==> src/rtl/alu_div_pkg.sv <==
// Shared types and constants for the 16-bit multi-cycle restoring divider.
package alu_div_pkg;

  localparam int unsigned DIV_WIDTH = 16;
  localparam int unsigned DIV_ITER  = 16;
  localparam int unsigned DIV_CNT_W = $clog2(DIV_ITER);

  localparam logic [DIV_WIDTH-1:0] DIV_DZ_QUOT  = 16'hFFFF;
  localparam logic [DIV_WIDTH-1:0] DIV_OVF_QUOT = 16'h8000;

  typedef enum logic [1:0] {
    IDLE = 2'd0,
    RUN  = 2'd1,
    FIX  = 2'd2,
    DONE = 2'd3
  } div_state_t;

  // Two's-complement negation, shared by operand magnitude and result fix-up.
  function automatic logic [DIV_WIDTH-1:0] div_neg(input logic [DIV_WIDTH-1:0] x);
    return (~x) + DIV_WIDTH'(1);
  endfunction

endpackage

==> src/rtl/div_trial_sub17.sv <==
// Trial subtractor for one restoring step: diff = a - b via a + ~b + 1.
module div_trial_sub17 #(
  parameter int unsigned W = 17
) (
  input  logic [W-1:0] a_i,
  input  logic [W-1:0] b_i,
  output logic [W-1:0] diff_o,
  output logic         borrow_o
);

  assign diff_o   = a_i + (~b_i) + W'(1);
  // Partial remainder stays below 2*D, so the top bit is a clean borrow flag.
  assign borrow_o = diff_o[W-1];

endmodule

==> src/rtl/alu_div_16bits.sv <==
// Multi-cycle restoring divider for DIV/DIVU (quotient -> LO, remainder -> HI).
// Define ALU_DIV_SIGNED_EN to build the signed path; otherwise all ops are unsigned.
module alu_div_16bits
  import alu_div_pkg::*;
#(
  parameter int unsigned WIDTH = DIV_WIDTH
) (
  input  logic             clk,
  input  logic             rst_n,
  input  logic             start_i,
  input  logic             signed_i,
  input  logic [WIDTH-1:0] dividend_i,
  input  logic [WIDTH-1:0] divisor_i,
  output logic             busy_o,
  output logic             done_o,
  output logic [WIDTH-1:0] quot_o,
  output logic [WIDTH-1:0] rem_o,
  output logic             dz_o,
  output logic             v_o
);

  localparam int unsigned RW    = WIDTH + 1;
  localparam int unsigned CNT_W = DIV_CNT_W;
  localparam logic [CNT_W-1:0] ITER_LAST = CNT_W'(DIV_ITER - 1);

  div_state_t       state_q, state_d;
  logic [CNT_W-1:0] cnt_q, cnt_d;
  logic [RW-1:0]    r_q, r_d;
  logic [WIDTH-1:0] q_q, q_d;
  logic [WIDTH-1:0] d_q, d_d;
  logic [WIDTH-1:0] dvd_q, dvd_d;
  logic             neg_quot_q, neg_quot_d;
  logic             neg_rem_q, neg_rem_d;
  logic             dz_pend_q, dz_pend_d;
  logic             ovf_pend_q, ovf_pend_d;

  logic [WIDTH-1:0] quot_q, quot_d;
  logic [WIDTH-1:0] rem_q, rem_d;
  logic             dz_q, dz_d;
  logic             v_q, v_d;
  logic             busy_q, busy_d;
  logic             done_q, done_d;

  logic [WIDTH-1:0] mag_x_c, mag_y_c;
  logic             neg_quot_c, neg_rem_c, ovf_c;
  logic [WIDTH-1:0] quot_fix_c, rem_fix_c;
  logic [RW-1:0]    r_shift_c, trial_c;
  logic             borrow_c;
  logic             unused_c;

  // Operand conditioning and result sign fix-up.
`ifdef ALU_DIV_SIGNED_EN
  assign neg_rem_c  = signed_i & dividend_i[WIDTH-1];
  assign neg_quot_c = signed_i & (dividend_i[WIDTH-1] ^ divisor_i[WIDTH-1]);
  assign mag_x_c    = (signed_i & dividend_i[WIDTH-1]) ? div_neg(dividend_i) : dividend_i;
  assign mag_y_c    = (signed_i & divisor_i[WIDTH-1])  ? div_neg(divisor_i)  : divisor_i;
  assign ovf_c      = signed_i & (dividend_i == WIDTH'(DIV_OVF_QUOT)) & (&divisor_i);
  assign quot_fix_c = neg_quot_q ? div_neg(q_q) : q_q;
  assign rem_fix_c  = neg_rem_q ? div_neg(r_q[WIDTH-1:0]) : r_q[WIDTH-1:0];
  assign unused_c   = r_q[WIDTH];
`else
  assign neg_rem_c  = 1'b0;
  assign neg_quot_c = 1'b0;
  assign mag_x_c    = dividend_i;
  assign mag_y_c    = divisor_i;
  assign ovf_c      = 1'b0;
  assign quot_fix_c = q_q;
  assign rem_fix_c  = r_q[WIDTH-1:0];
  assign unused_c   = r_q[WIDTH] ^ signed_i ^ neg_quot_q ^ neg_rem_q;
`endif

  assign r_shift_c = {r_q[WIDTH-1:0], q_q[WIDTH-1]};

  div_trial_sub17 #(
    .W (RW)
  ) u_trial (
    .a_i      (r_shift_c),
    .b_i      ({1'b0, d_q}),
    .diff_o   (trial_c),
    .borrow_o (borrow_c)
  );

  // Next-state, datapath and output-register update.
  always_comb begin
    state_d    = state_q;
    cnt_d      = cnt_q;
    r_d        = r_q;
    q_d        = q_q;
    d_d        = d_q;
    dvd_d      = dvd_q;
    neg_quot_d = neg_quot_q;
    neg_rem_d  = neg_rem_q;
    dz_pend_d  = dz_pend_q;
    ovf_pend_d = ovf_pend_q;
    quot_d     = quot_q;
    rem_d      = rem_q;
    dz_d       = dz_q;
    v_d        = v_q;
    busy_d     = 1'b0;
    done_d     = 1'b0;

    unique case (state_q)
      IDLE: begin
        if (start_i) begin
          state_d    = RUN;
          cnt_d      = '0;
          r_d        = '0;
          q_d        = mag_x_c;
          d_d        = mag_y_c;
          dvd_d      = dividend_i;
          neg_quot_d = neg_quot_c;
          neg_rem_d  = neg_rem_c;
          dz_pend_d  = (divisor_i == '0);
          ovf_pend_d = ovf_c;
          busy_d     = 1'b1;
        end
      end
      RUN: begin
        cnt_d  = cnt_q + CNT_W'(1);
        r_d    = borrow_c ? r_shift_c : trial_c;
        q_d    = {q_q[WIDTH-2:0], ~borrow_c};
        busy_d = 1'b1;
        if (cnt_q == ITER_LAST) begin
          state_d = FIX;
        end
      end
      FIX: begin
        state_d = DONE;
        done_d  = 1'b1;
        // Divide-by-zero wins over overflow; the two flags are exclusive.
        if (dz_pend_q) begin
          quot_d = WIDTH'(DIV_DZ_QUOT);
          rem_d  = dvd_q;
          dz_d   = 1'b1;
          v_d    = 1'b0;
        end else if (ovf_pend_q) begin
          quot_d = WIDTH'(DIV_OVF_QUOT);
          rem_d  = '0;
          dz_d   = 1'b0;
          v_d    = 1'b1;
        end else begin
          quot_d = quot_fix_c;
          rem_d  = rem_fix_c;
          dz_d   = 1'b0;
          v_d    = 1'b0;
        end
      end
      DONE: begin
        state_d = IDLE;
      end
      default: begin
        state_d = IDLE;
      end
    endcase
  end

  always_ff @(posedge clk or negedge rst_n) begin
    if (!rst_n) begin
      state_q    <= IDLE;
      cnt_q      <= '0;
      r_q        <= '0;
      q_q        <= '0;
      d_q        <= '0;
      dvd_q      <= '0;
      neg_quot_q <= 1'b0;
      neg_rem_q  <= 1'b0;
      dz_pend_q  <= 1'b0;
      ovf_pend_q <= 1'b0;
      quot_q     <= '0;
      rem_q      <= '0;
      dz_q       <= 1'b0;
      v_q        <= 1'b0;
      busy_q     <= 1'b0;
      done_q     <= 1'b0;
    end else begin
      state_q    <= state_d;
      cnt_q      <= cnt_d;
      r_q        <= r_d;
      q_q        <= q_d;
      d_q        <= d_d;
      dvd_q      <= dvd_d;
      neg_quot_q <= neg_quot_d;
      neg_rem_q  <= neg_rem_d;
      dz_pend_q  <= dz_pend_d;
      ovf_pend_q <= ovf_pend_d;
      quot_q     <= quot_d;
      rem_q      <= rem_d;
      dz_q       <= dz_d;
      v_q        <= v_d;
      busy_q     <= busy_d;
      done_q     <= done_d;
    end
  end

  assign busy_o = busy_q;
  assign done_o = done_q;
  assign quot_o = quot_q;
  assign rem_o  = rem_q;
  assign dz_o   = dz_q;
  assign v_o    = v_q;

endmodule

==> config.mk <==
export PLATFORM = sky130hd
export DESIGN_NAME = alu_div_16bits
export DESIGN_NICKNAME = d
export VERILOG_FILES = /design/src/rtl/alu_div_pkg.sv /design/src/rtl/div_trial_sub17.sv /design/src/rtl/alu_div_16bits.sv
export SDC_FILE = /design/constraint.sdc
export NUM_CORES = 1
export LEC_CHECK = 0
export CAP_MARGIN = 20
export CORE_MARGIN = 1
export CORE_UTILIZATION = 35
export CTS_CLUSTER_SIZE = 12
export DETAILED_ROUTE_END_ITERATION = 16
export MAX_ROUTING_LAYER = met4
export PLACE_DENSITY = 0.56
export SLEW_MARGIN = 10
export SYNTH_ARGS = -nofsm -noshare
export SYNTH_HDL_FRONTEND = slang
export SYNTH_SLANG_ARGS = --single-unit
==> constraint.sdc <==
create_clock -name clk -period 5.9 [get_ports clk]
set_input_delay 1.18 -clock clk [delete_from_list [all_inputs] [get_ports clk]]
set_output_delay 1.18 -clock clk [all_outputs]
set_load 0.005 [all_outputs]
# Word-level counts from Yosys, hierarchy flattened
# Index checks and enable logic that the tools add are counted.
[totals] reg_bits=106 out_inout_bits=36
[classes] add_sub_neg=3 n_eq_ne=6 mux=16 n_bitwise=2 reduce_logical=6
[ops] op="$mux W16" count=5
[ops] op="$pmux W16 S2" count=2
[ops] op="$add A17 B1 Y17 const B" count=1
[ops] op="$add A17 B17 Y17" count=1
[ops] op="$not A16 Y17" count=1
[ops] op="$logic_not A16 Y1" count=1
[ops] op="$pmux W2 S4" count=1
[ops] op="$pmux W4 S2" count=1
[ops] op="$reduce_and A2 Y1" count=3
[ops] op="$add A4 B1 Y4 const B" count=1
[ops] op="$eq A2 B2 Y1 const B" count=2
[ops] op="$eq A4 B4 Y1 const B" count=1
[ops] op="$mux W2" count=2
[ops] op="$mux W4" count=1
[ops] op="$ne A2 B2 Y1 const B" count=2
[ops] op="$mux W1" count=3
[ops] op="$eq A2 B1 Y1 const B" count=1
[ops] op="$logic_not A2 Y1" count=1
[ops] op="$pmux W1 S2" count=1
[ops] op="$reduce_bool A2 Y1" count=1
[ops] op="$not A1 Y1" count=1

# Depth between registers and ports, before layout
# Gate-level depths: netlist of run 1.
[logic_depth] ltp_word=5 depth_mapped=13

# By module
# From an unflattened synthesis of run 1, not the netlist that was laid out.
[unflattened] hier_cells=534 hier_area_um2=5474.0
[by_module_without_submodules] module="alu_div_16bits" instances=1 cells_per_inst=401 area_each_um2=4581.9
[by_module_without_submodules] module="div_trial_sub17" instances=1 cells_per_inst=133 area_each_um2=892.1

# Worst setup path before layout of run 1
# OpenSTA, ideal clock, no wires.
[synth_path] kind="reg-to-reg" startpoint="register q_q[15]" endpoint="register r_q[10]" arrival_ps=2469 setup_slack_ps=3299 stages_incl_launch_ff=13 period_less_slack_ps=2601 path_cell_list="dfrtp_1 inv_1 ha_1 inv_1 fa_1 a21o_1 a221oi_4 a21oi_4 a221oi_2 buf_6 buf_12 mux2i_1 o21ai_1"
[synth_between] elab_chain_len=4
[synth_lines] element="from (decl)" line="alu_div_16bits.sv:29" source="logic [WIDTH-1:0] q_q, q_d;"
[synth_lines] element="from (signal assigned)" line="alu_div_16bits.sv:179" source="q_q <= q_d;"
[synth_lines] element="$add A17 B17 Y17" line="div_trial_sub17.sv:11" source="assign diff_o = a_i + (~b_i) + W'(1);"
[synth_lines] element="$add A17 B1 Y17" line="div_trial_sub17.sv:11"
[synth_lines] element="$mux W16" line="alu_div_16bits.sv:120" source="r_d = borrow_c ? r_shift_c : trial_c;"
[synth_lines] element="$pmux W16 S2" line="alu_div_16bits.sv:102" source="unique case (state_q)"
[synth_lines] element="to (signal assigned)" line="alu_div_16bits.sv:178" source="r_q <= r_d;"
[synth_lines] element="to (decl)" line="alu_div_16bits.sv:28" source="logic [RW-1:0] r_q, r_d;"
# No other way between the ends.
# A chain may end at the register's enable or synchronous reset.

# Final worst setup path of run 1
[layout_path] startpoint="register q_q[15]" endpoint="register r_q[1]"
# Same word-level chain as after synthesis.

==> results of run 1 <==
[where the power goes]
part | switching, mW | total, mW | internal, mW
Combinational | 0.923 | 1.80 | 0.878
Sequential | 0.224 | 1.29 | 1.07
Clock | 0.268 | 0.597 | 0.329
Total | 1.41 | 3.69 | 2.28
[flip-flops by register name (all words and copies together), names as in the netlist]
name / cells
busy_o: 1
cnt_q: 4
d_q: 16
done_o: 1
dvd_q: 16
dz_o: 1
dz_pend_q: 1
q_q: 16
quot_o: 16
r_q: 16
rem_o: 16
state_q: 2
[Yosys cell counts (2+ instances only)]
| library cell | count | share of area [%] |
|---|---|---|
| xnor2_1 | 7 | 1.1 |
| nor2_1 | 55 | 3.8 |
| nand2_1 | 44 | 3.0 |
| and2_1 | 3 | 0.35 |
| nor4_1 | 4 | 0.46 |
| mux2_2 | 2 | 0.42 |
| buf_2 | 2 | 0.18 |
| and3_1 | 3 | 0.35 |
| a21oi_1 | 43 | 4.0 |
| a22o_1 | 3 | 0.48 |
| nor3_1 | 2 | 0.18 |
| mux2_1 | 32 | 6.6 |
| buf_6 | 3 | 0.62 |
| a21o_1 | 5 | 0.69 |
| a21oi_4 | 2 | 0.60 |
| inv_1 | 21 | 1.5 |
| o21ai_1 | 38 | 3.5 |
| o21ai_0 | 5 | 0.46 |
| o21a_1 | 3 | 0.42 |
| clkbuf_1 | 22 | 1.5 |
| mux2i_1 | 50 | 9.2 |
| ha_1 | 20 | 4.6 |
| xor2_1 | 5 | 0.81 |
| nand2b_1 | 3 | 0.35 |
| nand4_1 | 4 | 0.46 |
| nand3_1 | 3 | 0.28 |
| dfrtp_1 | 106 | 49 |
[worst max-delay path: stages, from the launching register on]
cell	delay [ps]
dfrtp_1	400
inv_1	120
ha_1	210
inv_1	60
fa_1	390
a21o_1	240
a221oi_4	350
a21oi_4	130
a221oi_2	240
buf_4	330
mux2i_1	240
o21ai_1	70
[cell type report]
| cell class | instances | area, µm² |
|---|---|---|
| clock buffers | 11 | 233 |
| clock inverters | 4 | 52.6 |
| fillers | 1435 | 8600 |
| inverters | 21 | 78.8 |
| multi-input cells | 361 | 2550 |
| flip-flops and latches | 106 | 2650 |
| well taps | 188 | 235 |
| repair buffers | 76 | 741 |
[path summary, 6_finish.rpt]
kind / startpoint / to / slack, ps
worst max-delay path: q_q[15] / r_q[1] / 2980
worst max register to register: q_q[15] / r_q[1] / 2980
worst min register to register: dz_pend_q / dz_pend_q / 490
min in group asynchronous: rst_n / d_q[7] / 950
worst min-delay path: dz_pend_q / dz_pend_q / 490
max in group asynchronous: rst_n / dvd_q[14] / 3910
[stage by stage]
step	util [%]	power [mW]	setup WS (ps)	cell area [µm²]	hold WS, ps
global route	43.2	4.03	2730	6540	506
detailed placement	41.3	3.13	2940	6260	480
floorplan	-	2.57	3300	5420	464
CTS	43.2	3.75	2980	6540	496
global placement	41.3	3.09	2980	6260	471
finish	43.2	3.69	2980	6540	487
[per-layer routing]
layer	vias up	share of wire (%)	GRT usage (%)
li1	1924	-	-
met1	1825	50	21.7
met2	76	45	24.1
met3	8	3.8	3.46
met4	0	1.1	5.24
met5	-	0	-
[logic make-up (layout without fill, tap and decap cells)]
| logic type | count (synthesis) | after routing | synth area share [%] |
|---|---|---|---|
| AOI/OAI and AO/OA | 115 | 115 | 13.2 |
| xor gates and xnor gates | 12 | 12 | 1.94 |
| adders and majority gates | 21 | 21 | 4.98 |
| buffers and inverters | 51 | 112 | 4.36 |
| DFF | 106 | 106 | 48.9 |
| muxes | 84 | 84 | 16.3 |
| other | 1 | 1 | 0.0691 |
| and+or+nand+nor | 128 | 128 | 10.3 |
==> results.toml, run 1 <==
[place]
hpwl_mm = 8.22
place_congestion = 0.801
placedCellCount = 752
port_buffers = 69

[pwr]
vdd_drop_max_v = 0.000194
p_leak_nw = 2.83
power_density_nw_per_um2 = 564

[critical_path]
crit_type = "reg2reg"
path_max_fanout = 18
arrival_ps = 3140
required_ps = 6120
ff2ff_path_depth = 11
cp-end-kind = "flop"
start_kind = "flop"

[die]
start_util_pct = 35.8
num_rows = 45
die_w_um = 126
core_um2 = 15100
die-area_um2 = 16000
die_h_um = 126
pin_count = 72

[cells_and_area]
area_delta_synth_final_pct = 20.6
fin_nets = 632
mostFrequentLayoutCells = "dfrtp_1 (106), clkdlybuf4s50_1 (68), nor2_1 (55)"
drive_gt1_share_pct = 6.04
final_cells = 767
antenna_cells = 0
layout_commonest_cell = "dfrtp_1"

[timing]
finalCritPeriodShare_pct = 49.5
rsz0062_at_grt = "no"
finClkSkew_ps = 6.90
max_freq_ghz = 0.343
hold_viol = 0
tns_ps = 0
min_period_ps = 2920
drv_slew = 0
worst_pin_slew_ps = 922
setup_violations = 0
slew_headroom_pct = 38.6

[synthesis]
syn_area_um2 = 5420
syn_inst = 518
synth_edf_count = 0
synth_flop_cell = "dfrtp_1"
yosysSeqAreaShare_pct = 48.9
ys_ff_latch = 106
ys_types = 55
yosys_warnings = 0
syn_area_per_cell_um2 = 10.5
synth_fp_nets = 575
async_reset_ff_share_pct = 100

[global_routing]
grt_max_degree = 75
grt_pass1_wl_mm = 19.5
gr-total-overflow = 0
antenna_found_initial = 0
grt_pass1_vias = 3832
track_usage_pct = 16.1

[clocking]
cts_root_buf = "clkbuf_16"
cts_sinks = 106
ctsLongestPathBuffers = 2
cts_tree = "yes"
clkTransAtPathRegs_ps = 70
cts_resized = 0
cts_setup_buffers = 0
cts_buffers = 9
ctsHoldBuffers = 0
worstSkewPairLatency_ps = 350
cts_max_level = 3

[detailed_routing]
vias = 3833
drtIter0Drc = 214
drt-total-wl_mm = 11.4
detail-route-antenna-nets = 0
route.detailed.drc = 0
vias_per_cell = 5.00
wl_per_cell_um = 14.9
firstDrtPassIters = 5

[min_path]
worstHoldPathCells = 2
holdCritPathClass = "reg2reg"

[run_status]
status = "complete, no violations"

[flow_run]
maxCapViolCount = 0
Power figures use the tool's default switching activity.
==> run 2: changes to the inputs <==
--- a/config.mk
+++ b/config.mk
@@ -11,7 +11,7 @@
 export CTS_CLUSTER_SIZE = 12
 export DETAILED_ROUTE_END_ITERATION = 16
 export MAX_ROUTING_LAYER = met4
-export PLACE_DENSITY = 0.56
+export PLACE_DENSITY = 0.58
 export SLEW_MARGIN = 10
 export SYNTH_ARGS = -nofsm -noshare
 export SYNTH_HDL_FRONTEND = slang
==> constraint.sdc (replaced) <==
create_clock -name clk -period 2.6 [get_ports clk]
set_input_delay 0.52 -clock clk [delete_from_list [all_inputs] [get_ports clk]]
set_output_delay 0.52 -clock clk [all_outputs]
set_load 0.005 [all_outputs]
==> run 2 against run 1 <==
The flow now finishes with violations (negative setup slack). Combinational power grew 150%. Final cell count grew 3.0%. Sequential share of layout area shrank 1.7 points. Power grew 140%. Sequential power grew 130%. Via count grew 3.3%. Routed wire length grew 5.8%. Fmax grew 10%. Die area is the same. Global-route usage grew 0.54 points. Critical path depth is the same.
==> results.toml, run 2 (synthesized netlist as in run 1, its figures left out) <==
[run_status]
status = "complete, but fails checks"
violations = "negative setup slack"

[cells_and_area]
layout_commonest_cell = "dfrtp_1"
drive_gt1_share_pct = 11.0
mostFrequentLayoutCells = "dfrtp_1 (106), clkdlybuf4s50_1 (68), nor2_1 (55)"
final_cells = 790
area_delta_synth_final_pct = 26.0
antenna_cells = 0
fin_nets = 655

[pwr]
finalPower_mw = 9.00
power_density_nw_per_um2 = 1320
p_leak_nw = 2.98
vdd_drop_max_v = 0.000459

[clocking]
cts_tree = "yes"
cts_sinks = 106
worstSkewPairLatency_ps = 350
ctsHoldBuffers = 0
cts_root_buf = "clkbuf_16"
cts_max_level = 3
ctsLongestPathBuffers = 2
cts_buffers = 9
clkTransAtPathRegs_ps = 70

[detailed_routing]
detail-route-antenna-nets = 0
drt-total-wl_mm = 12.1
firstDrtPassIters = 5
vias = 3960
wl_per_cell_um = 15.3
route.detailed.drc = 0
vias_per_cell = 5.01
drtIter0Drc = 175

[timing]
finalCritPeriodShare_pct = 102
setup_violations = 6
drv_slew = 0
holdWs_ps = 75.9
slew_headroom_pct = 62.5
finClkSkew_ps = 6.59
rsz0062_at_grt = "yes"
min_period_ps = 2640
tns_ps = -100
max_freq_ghz = 0.378
hold_viol = 0
worst_pin_slew_ps = 563
setup_slack_ps = -44.0

[critical_path]
critPathLaunch = "q_q[15]"
required_ps = 2810
crit_end = "r_q[2]"
cp-end-kind = "flop"
path_max_fanout = 5
start_kind = "flop"
r2r_end = "r_q[2]"
arrival_ps = 2860
ff2ff_path_depth = 11
max_stage_delay_ps = 390
r2r_slack_ps = -40
slowest_stage = "dfrtp_1"
crit_chain = "inv_2, ha_4, inv_2, fa_2, a21o_1, a221oi_4, a21oi_4, a221oi_4, buf_6, mux2i_1, o21ai_1"
r2r_start = "q_q[15]"
crit_type = "reg2reg"

[global_routing]
antenna_found_initial = 0
track_usage_pct = 16.7
grt_pass1_wl_mm = 20.2
grt_max_degree = 55
gr-total-overflow = 0
grt_pass1_vias = 4051

[die]
start_util_pct = 35.8
num_rows = 45
pin_count = 72
core_um2 = 15100
die-area_um2 = 16000
die_w_um = 126
die_h_um = 126

[place]
place_congestion = 0.791
placedCellCount = 771
hpwl_mm = 8.86
port_buffers = 69

[min_path]
holdCritPathClass = "in2async"

[flow_run]
maxCapViolCount = 0
## run 2: cell type report
cell class | count | area (µm²)
well taps | 188 | 235
repair buffers | 99 | 946
flip-flops and latches | 106 | 2650
inverters | 21 | 78.8
fillers | 1422 | 8310
clock buffers | 9 | 225
clock inverters | 6 | 113
multi-input cells | 361 | 2580
## run 2: how the worst min path moves through the flow
stage,slack (ps),end,cells after the start
detailed placement,460,d_q[3],1
floorplan,220,busy_o,0
CTS,80,d_q[6],1
global route,90,d_q[6],1
global placement,450,d_q[3],1
finish,80,d_q[6],1
## run 2: metal layers
layer	part of all wire [%]	up-vias	track usage, %
li1	-	1967	-
met1	49	1910	21.6
met5	0	-	-
met4	1.4	0	5.67
met3	3.1	15	2.83
met2	46	68	26.4
## run 2: worst max-delay path: cells and delay by family, from the launching register on
family	cells	cell delay [ps]
mux	1	210
fa+ha+maj	2	470
compound gates	5	1100
buf+inv	3	320
flops	1	390
## run 2: power by group
part / internal (mW) / leakage (nW) / switching [mW]
sequential: 2.42 / 1.30 / 0.523
combinational: 2.24 / 1.52 / 2.25
clock: 0.941 / 0.166 / 0.622
## run 2: timing repair
item / CTS / global route
resized for setup: 11 / 2
pin swaps: 6 / 1
setup endpoints to repair: 17 / 17
gates cloned: 2 / 0
setup buffers: 1 / 1
## run 2: stage by stage
stage / util, % / setup slack, ps / area, µm²
finish: 45.1 / -44.0 / 6840
global route: 45.1 / -179 / 6840
CTS: 45.0 / -57.1 / 6820
detailed placement: 42.4 / -128 / 6420
global placement: 42.4 / -62.0 / 6420
floorplan: - / 9.53 / 5420
==> run 3: changes to the inputs <==
--- a/config.mk
+++ b/config.mk
@@ -5,6 +5,7 @@
 export SDC_FILE = /design/constraint.sdc
 export NUM_CORES = 1
 export LEC_CHECK = 0
+export ABC_AREA = 1
 export CAP_MARGIN = 20
 export CORE_MARGIN = 1
 export CORE_UTILIZATION = 35
==> run 3 against run 2 <==
The flow now finishes without violations. Die area rose by 4.7%. Count of clock-buffer cells in the layout is 2 higher. Clock power hardly changed. Routed wire length is 14% higher. Critical path type unchanged. Final cell count rose by 32%. Clock skew fell by 0.69 ps. Global-route usage rose by 1.6 points. Sequential power is essentially flat. Critical path depth up 3. Highest routed layer unchanged. Combinational power is 18% higher. Register-to-register slack better by 300 ps. Fmax grew 13%.
==> results.toml, run 3 <==
[place]
placedCellCount = 1030
hpwl_mm = 10.1
port_buffers = 69
place_congestion = 0.845

[pwr]
power_density_nw_per_um2 = 1410
p_leak_nw = 3.52
vdd_drop_max_v = 0.000438
finalPower_mw = 9.79

[timing]
setup_violations = 0
tns_ps = 0
holdWs_ps = 132
finalCritPeriodShare_pct = 90.1
min_period_ps = 2340
slew_headroom_pct = 63.4
drv_slew = 0
rsz0062_at_grt = "no"
max_freq_ghz = 0.427
worst_pin_slew_ps = 547
finClkSkew_ps = 5.90
hold_viol = 0

[clocking]
cts_resized = 0
worstSkewPairLatency_ps = 350
ctsHoldBuffers = 0
cts_root_buf = "clkbuf_16"
cts_setup_buffers = 0
clkTransAtPathRegs_ps = 70
cts_sinks = 106
ctsLongestPathBuffers = 2
cts_tree = "yes"
cts_buffers = 9
cts_max_level = 3

[cells_and_area]
layout_commonest_cell = "nand2_1"
drive_gt1_share_pct = 5.31
final_cells = 1045
antenna_cells = 0
area_delta_synth_final_pct = 22.5
fin_nets = 882
mostFrequentLayoutCells = "nand2_1 (293), inv_1 (114), dfrtp_1 (106)"

[detailed_routing]
drt-total-wl_mm = 13.7
wl_per_cell_um = 13.1
vias = 4785
route.detailed.drc = 0
firstDrtPassIters = 4
drtIter0Drc = 336
vias_per_cell = 4.58
detail-route-antenna-nets = 0

[flow_run]
maxCapViolCount = 0

[global_routing]
grt_max_degree = 35
gr-total-overflow = 0
antenna_found_initial = 0
grt_pass1_vias = 4600
grt_pass1_wl_mm = 23.0
track_usage_pct = 18.3

[synthesis]
synth_top_cell_area_share_pct = 46.7
yosysSeqAreaShare_pct = 46.7
ys_types = 38
yosys-top-cells-count = "nand2_1 (293), inv_1 (114), dfrtp_1 (106), o21ai_0 (51), nor2_1 (32)"
async_reset_ff_share_pct = 100
synth_area_leaders = "dfrtp_1 (47%), nand2_1 (19%), inv_1 (7.5%), o21ai_0 (4.5%), ha_1 (4.4%)"
ys_ff_latch = 106
syn_area_per_cell_um2 = 7.47
syn_area_um2 = 5690
synth_flop_cell = "dfrtp_1"
post-synth-top-count-cell = "nand2_1"
synth_top_area_cell = "dfrtp_1"
synth_fp_nets = 818
synth_edf_count = 0
yosys_warnings = 0
syn_inst = 761

[critical_path]
r2r_start = "q_q[15]"
crit_type = "reg2reg"
r2r_slack_ps = 260
crit_chain = "inv_1, ha_1, inv_1, fa_1, nand2_1, nand2_1, nand3_2, nand2_2, nand2_2, nand3_2, nand2_2, nand2_1, nand3_1, nand2_1"
arrival_ps = 2580
path_max_fanout = 14
required_ps = 2840
critical-path-top-delay-family = "simple AND/OR/NAND/NOR gates"
r2r_end = "r_q[1]"
ff2ff_path_depth = 14
start_kind = "flop"
critPathLaunch = "q_q[15]"
worst-path-buf-inv = 2
max_stage_delay_ps = 410
slowest_stage = "fa_1"
worst_path_most_repeated_cell = "nand2_1"
cp-end-kind = "flop"

[die]
core_um2 = 15900
die_h_um = 129
pin_count = 72
num_rows = 46
start_util_pct = 35.8
die_w_um = 129
die-area_um2 = 16800

[min_path]
holdCritPathClass = "in2async"

[run_status]
status = "complete, no violations"
## run 3: changes by cell type in the layout (fill, tap and decap cells not counted), moves of 23 or more
| cell | before | now |
|---|---|---|
| a21oi_1 | 43 | 15 |
| inv_1 | 19 | 114 |
| mux2_1 | 32 | 0 |
| mux2i_1 | 49 | 0 |
| nand2_1 | 44 | 293 |
| nand3_1 | 3 | 27 |
| nor2_1 | 55 | 32 |
| o21ai_0 | 5 | 51 |
| o21ai_1 | 38 | 0 |
## run 3: through the flow
| step | cell area (µm²) | setup WS (ps) | utilization (%) |
|---|---|---|---|
| floorplan | 5690 | 583 | - |
| global placement | 6620 | 333 | 41.7 |
| detailed placement | 6620 | 312 | 41.7 |
| CTS | 6970 | 245 | 43.8 |
| global route | 6970 | 63.8 | 43.8 |
| finish | 6970 | 257 | 43.8 |
## run 3: cell type report
type | instances | area, µm²
fill | 1680 | 8920
sequential | 106 | 2650
multi-input combinational | 509 | 2460
timing repair buffer | 82 | 798
inverter | 117 | 439
tap | 216 | 270
clock buffer | 11 | 243
clock inverter | 4 | 98.8
## run 3: metal layers
layer / track usage [%] / vias up / share of wire [%]
met4: 3.69 / 0 / 0.76
met1: 24.3 / 2208 / 50
met3: 3.63 / 6 / 3.5
li1: - / 2494 / -
met5: - / - / 0
met2: 29.0 / 77 / 46
## run 3: worst max path at each step
stage,depth (start not counted),slack (ps),to
6_report,14,260,r_q[1]
5_1_grt,14,60,r_q[1]
4_1_cts,14,240,r_q[1]
3_5_place_dp,14,310,r_q[1]
3_3_place_gp,14,330,r_q[1]
2_1_floorplan,15,580,r_q[10]
## run 3: cells by family after synthesis
kind of cell / count (synthesis) / synth area share, %
other: 1 / 0.0660
AND/OR/NAND/NOR: 376 / 26.7
adder cells (fa/ha/maj): 21 / 4.75
flip-flops: 106 / 46.7
XOR/XNOR: 8 / 1.23
buffers and inverters: 146 / 10.1
AO/OA/AOI/OAI: 103 / 10.5
## run 3: power by group
part	internal (mW)	switching, mW
Combinational	2.14	3.15
Sequential	2.45	0.474
Clock	0.967	0.615
Total	5.56	4.24
